**config.mk**
```make
export PLATFORM = sky130hd
export DESIGN_NAME = jtag_master
export DESIGN_NICKNAME = d
export VERILOG_FILES = /design/src/rtl/jtag_master.sv
export SDC_FILE = /design/constraint.sdc
export NUM_CORES = 1
export LEC_CHECK = 0
export CORE_MARGIN = 8
export CORE_UTILIZATION = 45
export DETAILED_ROUTE_END_ITERATION = 10
export HOLD_SLACK_MARGIN = 0.05
export PLACE_DENSITY = 0.74
export REMOVE_ABC_BUFFERS = 1
export SLEW_MARGIN = 20
export SYNTH_ARGS = -nofsm -noshare
export SYNTH_HDL_FRONTEND = slang
export SYNTH_SLANG_ARGS = --single-unit
```
**constraint.sdc**
```tcl
create_clock -name sclk -period 3.4 [get_ports sclk]
set_clock_uncertainty 0.05 [all_clocks]
set_input_delay 0.34 -clock sclk [delete_from_list [all_inputs] [get_ports sclk]]
set_output_delay 0.34 -clock sclk [all_outputs]
set_load 0.005 [all_outputs]
```
**src/rtl/jtag_master.sv**
```systemverilog
// JTAG master: runs DR/IR scans and TAP resets from a single command port,
// generating TCK from sclk with a CLK_DIV half-period divider.
module jtag_master #(
    parameter int CLK_DIV = 2
) (
    input  logic        sclk,
    input  logic        reset,
    input  logic        cmd_valid,
    output logic        cmd_ready,
    input  logic [1:0]  cmd_op,
    input  logic [4:0]  cmd_len,
    input  logic [31:0] cmd_data,
    output logic        rsp_valid,
    input  logic        rsp_ready,
    output logic [31:0] rsp_data,
    output logic        TCK,
    output logic        TMS,
    output logic        TDI,
    input  logic        TDO
);

    localparam logic [2:0] IDLE  = 3'd0;
    localparam logic [2:0] TRST  = 3'd1;
    localparam logic [2:0] PRE   = 3'd2;
    localparam logic [2:0] SHIFT = 3'd3;
    localparam logic [2:0] POST  = 3'd4;
    localparam logic [2:0] RESP  = 3'd5;

    localparam logic [7:0] DIV_MAX = 8'(CLK_DIV - 1);

    typedef struct packed {
        logic        is_ir;
        logic [4:0]  len;
        logic [31:0] data;
    } cmd_t;

    cmd_t       cmd_q;
    logic [2:0] state;
    logic [4:0] cnt;
    logic [7:0] div_cnt;

    logic       active, div_end, rise, fall, accept, last_bit;
    logic [2:0] nxt_state;
    logic [4:0] nxt_cnt;
    logic       nxt_tms, nxt_tdi;

    assign active  = (state == TRST) || (state == PRE) || (state == SHIFT) || (state == POST);
    assign div_end = (div_cnt == DIV_MAX);
    assign rise    = active && div_end && !TCK;
    assign fall    = active && div_end && TCK;
    assign accept  = cmd_valid && cmd_ready;

    always_comb begin
        case (state)
            TRST:    last_bit = (cnt == 5'd5);
            PRE:     last_bit = (cnt == (cmd_q.is_ir ? 5'd3 : 5'd2));
            SHIFT:   last_bit = (cnt == cmd_q.len);
            POST:    last_bit = (cnt == 5'd1);
            default: last_bit = 1'b0;
        endcase
    end

    // Position (state, bit) of the bit-period that starts at the next TCK fall.
    always_comb begin
        nxt_state = state;
        nxt_cnt   = cnt + 5'd1;
        if (last_bit) begin
            nxt_cnt = 5'd0;
            case (state)
                TRST:    nxt_state = RESP;
                PRE:     nxt_state = SHIFT;
                SHIFT:   nxt_state = POST;
                POST:    nxt_state = RESP;
                default: nxt_state = IDLE;
            endcase
        end
    end

    always_comb begin
        nxt_tms = 1'b0;
        nxt_tdi = 1'b0;
        case (nxt_state)
            TRST:  nxt_tms = (nxt_cnt != 5'd5);
            PRE:   nxt_tms = (nxt_cnt == 5'd0) || (cmd_q.is_ir && nxt_cnt == 5'd1);
            SHIFT: begin
                nxt_tms = (nxt_cnt == cmd_q.len);
                nxt_tdi = cmd_q.data[nxt_cnt];
            end
            POST:  nxt_tms = (nxt_cnt == 5'd0);
            default: ;
        endcase
    end

    always_ff @(posedge sclk or negedge reset) begin
        if (!reset) begin
            state     <= IDLE;
            cmd_q     <= '0;
            cnt       <= '0;
            div_cnt   <= '0;
            TCK       <= 1'b0;
            TMS       <= 1'b0;
            TDI       <= 1'b0;
            cmd_ready <= 1'b0;
            rsp_valid <= 1'b0;
            rsp_data  <= '0;
        end else begin
            case (state)
                IDLE: begin
                    TCK     <= 1'b0;
                    div_cnt <= '0;
                    cnt     <= '0;
                    if (accept) begin
                        cmd_q     <= '{is_ir: (cmd_op == 2'b01), len: cmd_len, data: cmd_data};
                        state     <= (cmd_op == 2'b10) ? TRST : PRE;
                        TMS       <= 1'b1;
                        TDI       <= 1'b0;
                        rsp_data  <= '0;
                        cmd_ready <= 1'b0;
                    end else begin
                        TMS       <= 1'b0;
                        TDI       <= 1'b0;
                        cmd_ready <= 1'b1;
                    end
                end
                RESP: begin
                    if (rsp_ready) begin
                        rsp_valid <= 1'b0;
                        state     <= IDLE;
                    end
                end
                TRST, PRE, SHIFT, POST: begin
                    div_cnt <= div_end ? 8'd0 : div_cnt + 8'd1;
                    if (div_end)
                        TCK <= ~TCK;
                    if (rise && state == SHIFT)
                        rsp_data[cnt] <= TDO;
                    // Bit-period boundary: TMS/TDI move to the next bit as TCK falls.
                    if (fall) begin
                        state <= nxt_state;
                        cnt   <= nxt_cnt;
                        TMS   <= nxt_tms;
                        TDI   <= nxt_tdi;
                        if (nxt_state == RESP)
                            rsp_valid <= 1'b1;
                    end
                end
                default: state <= IDLE;
            endcase
        end
    end

endmodule

```
==> results of run 1 <==
metal layers:
metal	up-vias	track usage, %	routed length (um)
met3	14	4.23	875
met2	188	28.2	5890
met1	1988	22.7	5490
met4	0	5.85	138
met5	-	0	0
li1	1960	-	-
where the power goes:
group / internal (W) / switching (W) / total [W] / leakage (nW)
combinational: 0.000931 / 0.00111 / 0.00205 / 1.11
sequential: 0.00141 / 0.000282 / 0.00169 / 1.17
clock: 0.000367 / 0.000398 / 0.000765 / 0.0995
cell usage in the layout (no fill, tap or decap), drive strengths merged, types with 5 or more instances in the layout:
master / count
dfrtp: 91
o21ai: 80
clkdlybuf4s50: 79
nand2: 42
a21oi: 41
mux2: 41
nor2: 28
nand3: 13
inv: 12
buf: 11
clkbuf: 10
xor2: 8
o31ai: 8
nor3: 8
nand2b: 7
ha: 6
and3: 5
nor2b: 5
or3: 5
cells in the mapped netlist (all sizes together) (2+ instances only):
cell type   n
a211oi      2
or3         5
a31oi       4
nand4b      3
o21ai      80
buf        16
mux4        3
o211ai      2
ha          6
o31ai       8
nand4       4
a311oi      2
xnor2       4
nor4b       2
or3b        2
clkbuf     18
nor3        8
nand3      13
o21a        4
a21oi      41
mux2i       3
nand2b      7
and2        2
dfrtp      91
nor2       28
xor2        8
mux2       41
inv        10
o311ai      4
nor2b       5
nor4        4
maj3        2
clkinv      2
a2111oi     4
and3        5
nand2      42
cell families after synthesis:
group           share of synthesized area, %
flops                                   46.8
compound gates                          19.9
xor+xnor                                2.16
simple gates                            13.7
buf+inv                                 3.88
mux                                     11.5
fa+ha+maj                               1.98
cell type report:
cell class	instances	area share (%)
Tap cell	140	2.92
Inverter	12	0.752
Clock buffer	10	2.30
Clock inverter	6	1.19
Multi-Input combinational cell	364	40.1
Timing Repair Buffer	91	14.7
Sequential cell	91	38.0
flip-flops by register name, summed over array words and instances (netlist names):
signal,flops
rsp_valid,1
cnt,5
TMS,1
rsp_data,32
div_cnt,8
cmd_ready,1
state,3
TDI,1
cmd_q,38
TCK,1
how the worst min path moves through the flow:
stage	startpoint	end	slack (ns)	depth (start not counted)
after CTS	reset	rsp_data[20]$_DFFE_PN0P_	0.36	2
after floorplan	reset	TCK$_DFFE_PN0P_	-0.006	0
after global placement	reset	div_cnt[6]$_DFFE_PN0P_	0.20	1
after detailed placement	reset	div_cnt[6]$_DFFE_PN0P_	0.20	1
after global routing	reset	rsp_data[6]$_DFFE_PN0P_	0.38	2
final	reset	rsp_data[6]$_DFFE_PN0P_	0.36	2
through the flow:
step | cell area [um2] | power [W] | hold slack [ns] | setup slack, ns | util (%)
2_1_floorplan | 4720 | 0.00306 | -0.00559 | 0.530 | -
6_report | 5990 | 0.00450 | 0.358 | 0.538 | 56.0
3_3_place_gp | 5770 | 0.00368 | 0.196 | 0.686 | 54.0
5_1_grt | 5990 | 0.00484 | 0.380 | 0.247 | 56.0
3_5_place_dp | 5770 | 0.00375 | 0.195 | 0.525 | 54.0
4_1_cts | 5990 | 0.00453 | 0.356 | 0.516 | 56.0
==> results.toml, run 1 <==
[status]
status = "finished clean"

[clocking]
ctsResizeCount = 0
clk_path_buf_depth = 2
postCtsHoldBufs = 1
cts_buffers = 9
cts_setup_buffers = 0
path_clk_slew_ns = 0.09
cts_sinks = 91
clk-insertion-delay-late_ns = 0.35
cts_tree = "yes"
cts-htree-levels = 3
root_buffer = "clkbuf_8"

[critical_path]
cp_data_arrival_time_ns = 3.10
end_kind = "flip-flop"
crit_cells = 9
r2r-start = "cnt[1]$_DFFE_PN0P_"
crit_family = "compound AO/OA/AOI/OAI gates"
cp_max_fo = 9
critPathBufInv = 0
setup.worst_path.start = "cnt[1]$_DFFE_PN0P_"
critPathKind = "flip-flop to flip-flop"
crit_chain = "ha_1, and2_1, a21boi_0, a21oi_1, nand3_1, a2111oi_4, a311oi_1, or3_1, nand3_1"
crit_required_ns = 3.64
crit_path_end = "TMS$_DFFE_PN0P_"
cp-start-kind = "flip-flop"
r2r-end = "TMS$_DFFE_PN0P_"
r2r_setup_slack_ns = 0.54
rr_worst_depth = 9
critPathSlowestCell = "a21oi_1"
cp_common_cell = "nand3_1"
max_stage_delay_ns = 0.48

[sta]
rsz0062_at_grt = "no"
final-setup-viol-count = 0
hold_viol = 0
period_minus_slack_ns = 2.86
fmax_mhz = 349
relSlewSlack_pct = 55.4
fin_crit_sh_pct = 84.2
tightest_slew_ns = 0.664
slew_viol_final = 0
setup_tns_ns = 0

[placed_design]
hpwl_mm = 9.08
numPortBuffers = 80
gp_congestion = 0.873
placedCellCount = 697

[synth]
yosys-top-cells-area = "dfrtp_1, mux2_2, o21ai_0"
ys_seq_area_share_pct = 46.8
syn_area_um2 = 4860
synth-edff-count = 0
yosys.area.top_type = "dfrtp_1"
yosys_warnings = 0
synthFlopType = "dfrtp_1"
async_flop_share_pct = 100
syn_inst = 501
yosysUniqueCellTypes = 61
netlist.area_leader.share_pct = 46.8
syn_avg_cell_area_um2 = 9.71
synth-seq-cells = 91

[grt]
overflow = 0
grt_pass1_vias = 4229
grt_pass1_wl_mm = 21.0
grt_max_degree = 41
grt_usage_pct = 17.5
antenna_found_initial = 0

[route]
ant_nets = 0
wl_mm = 12.4
first_pass_iters = 7
via_per_inst = 5.81
wl_per_cell_um = 17.3
drtIter0Drc = 396
via_count = 4150
drcViolationCount = 0

[final_layout]
antenna_cells = 0
multiInputGateArea_um2 = 2400
nNetsFinal = 619
final_cells = 714
regArea_um2 = 2280
fill_cells = 947
drive_above_1_share_pct = 13.9
syn2layout_area_growth_pct = 23.2

[die]
die_x_um = 120
floorplan.initialDensity_pct = 45.5
fp.dieH_um = 120
dieArea_um2 = 14400
core_region_area_um2 = 10700
rows = 38
io_pins = 81

[power_and_ir_drop]
power_density_nw_per_um2 = 751
ir_worst_vdd_mv = 0.378
p_leak_nw = 2.37

[hold_path]
holdCritPathClass = "input port to async pin"

[run]
max_cap_violations = 0
(Power assumes the default switching activity.)
==> run 2, diff against run 1 <==
==> constraint.sdc (replaced) <==
create_clock -name sclk -period 2.7 [get_ports sclk]
set_clock_uncertainty 0.05 [all_clocks]
set_input_delay 0.27 -clock sclk [delete_from_list [all_inputs] [get_ports sclk]]
set_output_delay 0.27 -clock sclk [all_outputs]
set_load 0.005 [all_outputs]
==> run 2 against run 1 <==
Cell count rose by 3.2%. Utilization increased by 1.7 points. Via count up 2.0%. Setup slack worse by 0.33 ns. Wire length up 5.8%. Sequential cell count did not move. Critical path type unchanged. Largest cell class unchanged.
==> results.toml, run 2 (synthesis results as in run 1) <==
[status]
status = "finished clean"

[die]
io_pins = 81
die_x_um = 120
floorplan.initialDensity_pct = 45.5
fp.dieH_um = 120
core_region_area_um2 = 10700
rows = 38
dieArea_um2 = 14400

[critical_path]
cp_data_arrival_time_ns = 2.69
crit_family = "compound AO/OA/AOI/OAI gates"
crit_chain = "nand2b_1, a31o_1, a2111oi_2, and3_2, a2111oi_4, a311oi_1, or3_1, nand3_1"
cp-start-kind = "flip-flop"
cp_max_fo = 12
max_stage_delay_ns = 0.53
critPathSlowestCell = "dfrtp_1"
critPathKind = "flip-flop to flip-flop"
end_kind = "flip-flop"
critPathBufInv = 0
crit_required_ns = 2.90

[power_and_ir_drop]
ir_worst_vdd_mv = 0.453
p_leak_nw = 2.49
power_density_nw_per_um2 = 952

[sta]
tightest_slew_ns = 0.509
slew_viol_final = 0
whs_ns = 0.418
setup_ws_ns = 0.205
fmax_mhz = 401
period_minus_slack_ns = 2.49
final-setup-viol-count = 0
hold_viol = 0
rsz0062_at_grt = "no"
setup_tns_ns = 0
relSlewSlack_pct = 65.9
fin_crit_sh_pct = 92.4

[clocking]
path_clk_slew_ns = 0.10
root_buffer = "clkbuf_8"
cts_setup_buffers = 0
cts-htree-levels = 3
cts_sinks = 91
cts_buffers = 9
clk_path_buf_depth = 2
clk-insertion-delay-late_ns = 0.36
cts_tree = "yes"

[final_layout]
syn2layout_area_growth_pct = 27.0
final_cells = 737
regMostFlops = "cmd_q"
reg_top3 = "cmd_q (38), rsp_data (32), div_cnt (8)"
antenna_cells = 0
final_common_cell = "dfrtp_1"
stdcell_area_um2 = 6180
nNetsFinal = 642
most-common-layout-cells = "dfrtp_1, clkdlybuf4s50_1, o21ai_0"
drive_above_1_share_pct = 17.9
largest_register_ff_count = 38

[route]
via_count = 4231
drcViolationCount = 0
drtIter0Drc = 335
wl_mm = 13.1
via_per_inst = 5.74
ant_nets = 0
wl_per_cell_um = 17.8
first_pass_iters = 5

[placed_design]
numPortBuffers = 80
placedCellCount = 720
dp_slack_ns = 0.122
hpwl_mm = 9.68
gp_congestion = 0.903
placed_area_um2 = 5960

[grt]
grt_pass1_vias = 4406
grt_max_degree = 92
grt_usage_pct = 18.6
antenna_found_initial = 0
overflow = 0
grt_pass1_wl_mm = 22.2

[run]
max_cap_violations = 0

[hold_path]
holdCritPathClass = "input port to async pin"
run 2: repair_timing:
action	in CTS	in global routing
endpoints found under the hold margin	91	0
endpoints found under the setup margin	0	14
resized for setup	0	4
hold buffers	1	0
run 2: worst reg2reg max path, delay by kind of cell (launching register included):
family | cells | cell delay [ns]
AND/OR/NAND/NOR | 4 | 0.84
AO/OA/AOI/OAI | 4 | 0.97
flip-flops | 1 | 0.53
run 2: metal layers:
layer  up-vias  share of wire [%]  track usage, %
met2       162                 49            30.4
met5         -                  0               0
met4         0                1.2            6.40
met1      2054                 44            24.0
li1       2001                  -               -
met3        14                6.0            3.85
run 2: layout make-up:
cell class	count	area, um2
timing repair buffer	114	1070
sequential	91	2280
inverter	12	45.0
clock inverter	5	42.5
multi-input combinational	364	2420
tap	140	175
clock buffer	11	151
fill	965	4520
run 2: worst paths after layout:
kind                       slack [ns]                      to  cells past startpoint                 start
max                              0.21         TMS$_DFFE_PN0P_                      8  state[0]$_DFFE_PN0P_
min                              0.42  div_cnt[7]$_DFFE_PN0P_                      3                 reset
min in group sclk                0.46   cmd_q[37]$_DFFE_PN0P_                      3             cmd_op[0]
min reg2reg                      0.46    cmd_q[2]$_DFFE_PN0P_                      1  cmd_q[2]$_DFFE_PN0P_
max reg2reg                      0.21         TMS$_DFFE_PN0P_                      8  state[0]$_DFFE_PN0P_
max in group asynchronous        1.76    state[2]$_DFFE_PN0P_                      3                 reset
run 2: power by group:
| group | internal (W) | leakage [nW] | switching, W | total, W |
|---|---|---|---|---|
| clock network | 0.000397 | 0.0969 | 0.000517 | 0.000915 |
| logic | 0.00134 | 1.23 | 0.00151 | 0.00286 |
| registers | 0.00178 | 1.17 | 0.000332 | 0.00211 |
run 2: stage by stage:
step                      total power (W)  utilization, %
after global routing              0.00629            57.7
final                             0.00588            57.7
after detailed placement          0.00497            55.7
after CTS                         0.00589            57.6
after floorplan                   0.00385               -
after global placement            0.00488            55.7
==> run 3, diff against run 2 <==
--- a/config.mk
+++ b/config.mk
@@ -11,7 +11,6 @@
 export HOLD_SLACK_MARGIN = 0.05
 export PLACE_DENSITY = 0.74
 export REMOVE_ABC_BUFFERS = 1
-export SLEW_MARGIN = 20
 export SYNTH_ARGS = -nofsm -noshare
 export SYNTH_HDL_FRONTEND = slang
 export SYNTH_SLANG_ARGS = --single-unit
==> results of run 3 <==
Final layout, timing and power as in run 2 (identical DEF).
